### src/rtl/first_match_monitor.sv
// Per-attempt framing of the first-match checker's match/fail stream: pass/timeout
// verdicts, saturating statistics, worst-case latency and sticky protocol errors.
module first_match_monitor #(
  parameter int TIMEOUT = 16,
  parameter int LAT_W   = 8,
  parameter int CNT_W   = 16
) (
  input  logic             clk,
  input  logic             rst,
  input  logic             start,
  input  logic             match,
  input  logic             fail,
  input  logic             clear,
  output logic             busy,
  output logic             pass_pulse,
  output logic             timeout_pulse,
  output logic [LAT_W-1:0] last_lat,
  output logic [LAT_W-1:0] max_lat,
  output logic [CNT_W-1:0] pass_cnt,
  output logic [CNT_W-1:0] timeout_cnt,
  output logic             overlap_err,
  output logic             stray_err,
  output logic             proto_err,
  output logic             dbg_state
);

  // Handshake: start is a single-cycle launch accepted only while busy=0;
  // match/fail are only meaningful while busy=1; anything else sets a sticky flag.
  typedef enum logic {S_IDLE = 1'b0, S_WAIT = 1'b1} state_t;

  localparam logic [LAT_W:0]   TMO_V   = (LAT_W+1)'(TIMEOUT);
  localparam logic [CNT_W-1:0] CNT_MAX = '1;
  localparam logic [CNT_W-1:0] CNT_ONE = {{(CNT_W-1){1'b0}}, 1'b1};
  localparam logic [LAT_W-1:0] LAT_ONE = {{(LAT_W-1){1'b0}}, 1'b1};

  state_t           state;
  logic [LAT_W-1:0] lat_cnt;
  logic [LAT_W:0]   lat_inc;

  assign lat_inc   = {1'b0, lat_cnt} + {1'b0, LAT_ONE};
  assign busy      = (state == S_WAIT);
  assign dbg_state = state;

  always_ff @(posedge clk) begin
    if (rst) begin
      state         <= S_IDLE;
      lat_cnt       <= '0;
      pass_pulse    <= 1'b0;
      timeout_pulse <= 1'b0;
      last_lat      <= '0;
      max_lat       <= '0;
      pass_cnt      <= '0;
      timeout_cnt   <= '0;
      overlap_err   <= 1'b0;
      stray_err     <= 1'b0;
      proto_err     <= 1'b0;
    end else begin
      pass_pulse    <= 1'b0;
      timeout_pulse <= 1'b0;
      case (state)
        S_IDLE: begin
          if (match || fail) stray_err <= 1'b1;
          if (start) begin
            state   <= S_WAIT;
            lat_cnt <= '0;
          end
        end
        S_WAIT: begin
          if (start) overlap_err <= 1'b1;
          if (match) begin
            pass_pulse <= 1'b1;
            state      <= S_IDLE;
            if (fail) proto_err <= 1'b1;
            last_lat <= lat_cnt;
            if (lat_cnt > max_lat) max_lat <= lat_cnt;
            if (pass_cnt != CNT_MAX) pass_cnt <= pass_cnt + CNT_ONE;
          end else if (fail) begin
            if (lat_inc == TMO_V) begin
              timeout_pulse <= 1'b1;
              state         <= S_IDLE;
              if (timeout_cnt != CNT_MAX) timeout_cnt <= timeout_cnt + CNT_ONE;
            end else begin
              lat_cnt <= lat_inc[LAT_W-1:0];
            end
          end
        end
        default: state <= S_IDLE;
      endcase
      // Clear overrides any same-cycle update of statistics and flags; pulses still go out.
      if (clear) begin
        last_lat    <= '0;
        max_lat     <= '0;
        pass_cnt    <= '0;
        timeout_cnt <= '0;
        overlap_err <= 1'b0;
        stray_err   <= 1'b0;
        proto_err   <= 1'b0;
      end
    end
  end

endmodule

### config.mk
export PLATFORM = sky130hd
export DESIGN_NAME = first_match_monitor
export DESIGN_NICKNAME = d
export VERILOG_FILES = /design/src/rtl/first_match_monitor.sv
export SDC_FILE = /design/constraint.sdc
export NUM_CORES = 1
export LEC_CHECK = 0
export CAP_MARGIN = 20
export CORE_MARGIN = 2
export CORE_UTILIZATION = 55
export CTS_CLUSTER_DIAMETER = 120
export DETAILED_ROUTE_END_ITERATION = 7
export GPL_TIMING_DRIVEN = 0
export PLACE_DENSITY = 0.88
export REMOVE_ABC_BUFFERS = 1
export SLEW_MARGIN = 40
export SYNTH_ARGS = -nofsm -noshare
export SYNTH_HDL_FRONTEND = slang
export SYNTH_SLANG_ARGS = --single-unit
### constraint.sdc
create_clock -name clk -period 3.3 [get_ports clk]
set_clock_uncertainty 0.2 [all_clocks]
set_input_delay 0.825 -clock clk [delete_from_list [all_inputs] [get_ports clk]]
set_output_delay 0.825 -clock clk [all_outputs]
set_load 0.01 [all_outputs]
## Word-level counts from Yosys, hierarchy flattened

Index checks and enable logic that the tools add are counted.

| storage, ports and cells | value |
|---|---|
| register bits | 62 |
| input bits | 6 |
| output and inout bits | 55 |
| word-level logic and storage cells | 49 |

| cells by class | value |
|---|---|
| $add $sub $neg | 3 |
| magnitude comparators | 1 |
| eq/ne operators | 7 |
| multiplexer cells | 12 |
| bitwise logic cells | 3 |
| reductions and logical operators | 12 |

Operators with widths:

| cell | count |
|---|---|
| adder 16 x 1 -> 16 bit, second input constant | 2 |
| two-way mux 8 bit | 4 |
| != test 16 bit, second input constant | 2 |
| case mux 8 bit (2 select lines) | 1 |
| adder 8 x 1 -> 9 bit, second input constant | 1 |
| equality test 9 x 5 -> 1 bit, second input constant | 1 |
| AND reduction 3 bit | 3 |
| greater-than comparator 8 bit | 1 |
| != test 2 bit, second input constant | 4 |
| two-way mux 1 bit | 6 |
| AND reduction 2 bit | 3 |
| AND reduction 5 bit | 1 |
| AND reduction 4 bit | 1 |
| OR reduction 2 bit | 2 |
| OR reduction 4 bit | 1 |
| NOT 1 bit | 3 |
| case mux 1 bit (2 select lines) | 1 |
| logical OR 1 bit | 1 |

## Logic depth before layout (Yosys ltp)

| logic depth | value |
|---|---|
| depth after elaboration | 6 |
| depth in mapped cells | 8 |
| mapped depth without buffers | 7 |

## Worst setup path before layout

OpenSTA, ideal clock, no wires.

| path | value |
|---|---|
| path type | input port to flip-flop |
| start | input port match |
| end | register timeout_cnt[12] |
| setup time | 0.070 ns |
| arrival time | 2.023 ns |
| required time | 3.030 ns |
| path slack | 1.007 ns |
| stages | 5 |
| buffers on the path | 1 |
| cells stage by stage | and3b_1 clkbuf_1 nand4_1 or4_1 a21oi_1 |

| between the ends | value |
|---|---|
| cells in the longest elaborated chain, start to end | 2 |

Ends and longest elaborated chain:

| element | RTL line | text |
|---|---|---|
| start, declared | 11 | `input logic match,` |
| NOT 1 bit (no source line) | n/a |  |
| AND reduction 5 bit (no source line) | n/a |  |
| end signal, assigned | 81 | `if (timeout_cnt != CNT_MAX) timeout_cnt <= timeout_cnt + CNT_ONE;` |
| end, declared | 20 | `output logic [CNT_W-1:0] timeout_cnt,` |

No other way between the ends.
A chain may end at the register's enable or synchronous reset.

## Worst setup path after layout

| path | value |
|---|---|
| start | input port match |
| end | register max_lat[3] |

| between the ends | value |
|---|---|
| cells in the longest elaborated chain, start to end | 1 |

Ends and longest elaborated chain:

| element | RTL line | text |
|---|---|---|
| AND reduction 3 bit (no source line) | n/a |  |
| end signal, assigned | 75 | `if (lat_cnt > max_lat) max_lat <= lat_cnt;` |
| end, declared | 18 | `output logic [LAT_W-1:0] max_lat,` |

No other way between the ends.

==> results.yml <==
status:
  status: "completed"
synthesis:
  number_of_flops_mapped_to_enable_cells_by_yosys: 0
  yosysWarnings: 0
  cell_types_occupying_the_most_area_after_synthesis: "sky130_fd_sc_hd__dfxtp_1 (40%), sky130_fd_sc_hd__a21oi_1 (5.0%), sky130_fd_sc_hd__nand2_1 (4.8%), sky130_fd_sc_hd__xnor2_1 (4.5%), sky130_fd_sc_hd__ha_1 (4.4%)"
  synth.largest_area_cell: "sky130_fd_sc_hd__dfxtp_1"
  synth_cells: 374
  yosys_register_bits: 62
  synthArstFlopShare: 0
  synth.top_cell.area_share: 0.4005
  postSynthAreaPerCell_um2: 8.287
  netlist-cell-type-count: 59
  synth-main-ff-cell: "sky130_fd_sc_hd__dfxtp_1"
  post_synth_instance_area_um2: 3099
  ys_seq_area_frac: 0.4005
floorplan:
  core_um2: 5473
  floorplan.die.height_um: 79.07
  die-area_um2: 6251
  floorplan.rows: 27
  chipWidth_um: 79.07
  start_util: 0.5663
  pin_count: 61
worst_setup_path:
  worst_setup_path_startpoint: "match"
  critPathMostFrequentCell: "sky130_fd_sc_hd__a21oi_1"
  crit-reg2reg-launch: "lat_cnt[0]"
  critical_path.cell_chain: "clkdlybuf4s50_1 -> and2_1 -> o21ai_0 -> a21oi_1 -> nand3_1 -> a21oi_1"
  critPathCaptureType: "flop"
  endpoint: "max_lat[3]"
  worst_reg_to_reg_path_cell_count: 6
  crit-reg2reg-capture: "timeout_cnt[12]"
  ws_path_type: "primary input to flop"
  worst-r2r-setup-slack_ns: 0.83
  worst_setup_path_start_kind: "primary input"
  cpPeakStageDelay_ns: 0.61
  max_stage_delay_cell_worst_path: "sky130_fd_sc_hd__clkdlybuf4s50_1"
  worstPathMaxFanout: 10
  arrival_ns: 2.83
  required_ns: 3.37
clock_tree:
  postCtsSetupBuffers: 0
  number_of_gates_given_a_new_drive_strength_after_cts: 0
  cts_tree: "done"
  ctsLongestPathBuffers: 2
  clk-insertion-delay-late_ns: 0.34
  clk_transition_reported_paths_ns: 0.07
  clk_root_buffer_cell: "sky130_fd_sc_hd__clkbuf_8"
  clock_sink_count: 62
  htree_levels: 3
  tritoncts.num_buffers: 9
  hold_buffers: 0
flow_run:
  max_cap_viol_count: 0
grt:
  grt_pass1_wl_um: 12720
  globalRouteTotalUtil: 0.2533
  vias_in_the_first_global_route: 2774
  grt.overflow.total: 0
  antenna_found_initial: 0
  grt_start_max_net_pins: 47
timing:
  worst_slew_pin_slew_ns: 0.6640
  final_max_slew_viol_count: 0
  final-hold-violation-count: 0
  fin_tns_setup_ns: 0
  final_period_minus_worst_setup_slack_ns: 2.760
  rsz0062_at_grt: "false"
  setup-violations-final: 0
  final_min_period_over_clock_period: 0.8363
  timing.slew.headroom: 0.5559
  fmax_mhz: 362.4
drt:
  viasPerCell: 5.946
  drt-total-wl_um: 7646
  drt.antenna.violating_nets: 0
  post_drt_wl_per_cell_um: 15.23
  detailroute.via_count: 2985
  detail_route.iter0.violations: 208
  route.detailed.drc: 0
  firstDrtPassIters: 4
final_layout:
  layout.cells.non_filler: 502
  most-common-layout-cells: "sky130_fd_sc_hd__dfxtp_1 (62), sky130_fd_sc_hd__clkdlybuf4s50_1 (60), sky130_fd_sc_hd__nand2_1 (40)"
  final_design_utilization: 0.7231
  nets: 442
  layout_commonest_cell: "sky130_fd_sc_hd__dfxtp_1"
  area.growth.synth_to_final_pct: 27.69
  diodes: 0
  drive_gt1_frac: 0.06512
pwr:
  cellLeakagePower_nw: 1.372
  power.density_nw_per_um2: 412.8
  fin_total_pwr_mw: 1.634
  peakVddDrop_v: 0.0002686
place:
  globalplace.congestion: 0.9063
  hpwlAfterDp_um: 5140
  io_buffers: 60
  numPlacedInstances: 486
min_path:
  worst_hold_path_type: "flop to flop"
## synth_stat cells (2+ instances only)
cell and instances:
sky130_fd_sc_hd__dfxtp_1 62, sky130_fd_sc_hd__nand2b_1 5, sky130_fd_sc_hd__a41o_1 4, sky130_fd_sc_hd__and4_1 3
sky130_fd_sc_hd__a21bo_2 2, sky130_fd_sc_hd__mux2i_1 5, sky130_fd_sc_hd__or3_1 5, sky130_fd_sc_hd__o211ai_1 3
sky130_fd_sc_hd__nand4_1 13, sky130_fd_sc_hd__xor2_1 2, sky130_fd_sc_hd__and3_1 5, sky130_fd_sc_hd__o32ai_1 3
sky130_fd_sc_hd__buf_2 5, sky130_fd_sc_hd__nand3_1 22, sky130_fd_sc_hd__a21o_1 2, sky130_fd_sc_hd__ha_1 11
sky130_fd_sc_hd__and2_1 4, sky130_fd_sc_hd__nor3_1 8, sky130_fd_sc_hd__a31oi_1 6, sky130_fd_sc_hd__inv_1 16
sky130_fd_sc_hd__nor2_1 35, sky130_fd_sc_hd__clkbuf_1 8, sky130_fd_sc_hd__a211oi_1 3, sky130_fd_sc_hd__nor2b_1 2
sky130_fd_sc_hd__or4_1 3, sky130_fd_sc_hd__xnor2_1 16, sky130_fd_sc_hd__buf_1 5, sky130_fd_sc_hd__a21oi_1 31
sky130_fd_sc_hd__o21ai_0 14, sky130_fd_sc_hd__nand2_1 40, sky130_fd_sc_hd__nand3b_1 2, sky130_fd_sc_hd__o31ai_1 2
## kinds of logic after synthesis
group / after synthesis / synth area share
XOR/XNOR: 18 / 0.05087
adder cells (fa/ha/maj): 11 / 0.04441
multiplexers: 5 / 0.01615
AND/OR/NAND/NOR: 157 / 0.2576
buffers and inverters: 36 / 0.04925
flip-flops: 62 / 0.4005
AO/OA/AOI/OAI: 85 / 0.1813
## through the flow
stage / setup WS, ns / hold WS, ns / instance area, um2
after floorplan: 1.076 / 0.2696 / 3007
after global placement: 0.05425 / 0.2334 / 3697
after detailed placement: 0.008011 / 0.2445 / 3702
after CTS: 0.3625 / 0.2566 / 3946
after global routing: 0.3725 / 0.2895 / 3958
final: 0.5403 / 0.2568 / 3958
## routing by layer
layer	vias up	GRT usage	wire length [um]
met4	0	0.1190	163
met3	17	0.04205	351
li1	1448	-	-
met2	97	0.4178	3716
met5	-	0	0
met1	1423	0.3231	3414
## worst min path at each step
stage | start | endpoint | slack, ns | depth (start not counted)
6_report | last_lat[0] | last_lat[0] | 0.26 | 2
4_1_cts | stray_err | stray_err | 0.26 | 2
3_3_place_gp | stray_err | stray_err | 0.23 | 2
5_1_grt | stray_err | stray_err | 0.29 | 2
3_5_place_dp | stray_err | stray_err | 0.24 | 2
2_1_floorplan | stray_err | stray_err | 0.27 | 2
## critical path: cells and delay by family
kind                   cells  cell delay [ns]
AO/OA/AOI/OAI              3             0.86
AND/OR/NAND/NOR            2             0.52
buffers and inverters      1             0.61
## state kept, by name, indices dropped and copies added, names as in the netlist
name           cells
proto_err          1
timeout_cnt       16
lat_cnt            8
timeout_pulse      1
stray_err          1
busy               1
overlap_err        1
last_lat           8
max_lat            8
pass_pulse         1
pass_cnt          16
## layout make-up
cell class,count,area [um2]
clock inverter,7,120.1
clock buffer,9,123.9
sequential,62,1241
multi-input combinational,276,1722
fill,432,1515
timing repair buffer,60,600.6
inverter,16,60.06
tap,72,90.09
## report_power, final
group          switching, mW  internal [mW]
logic                 0.0342         0.0212
registers            0.00484          0.751
clock network          0.317          0.505
Power figures use the tool's default switching activity.
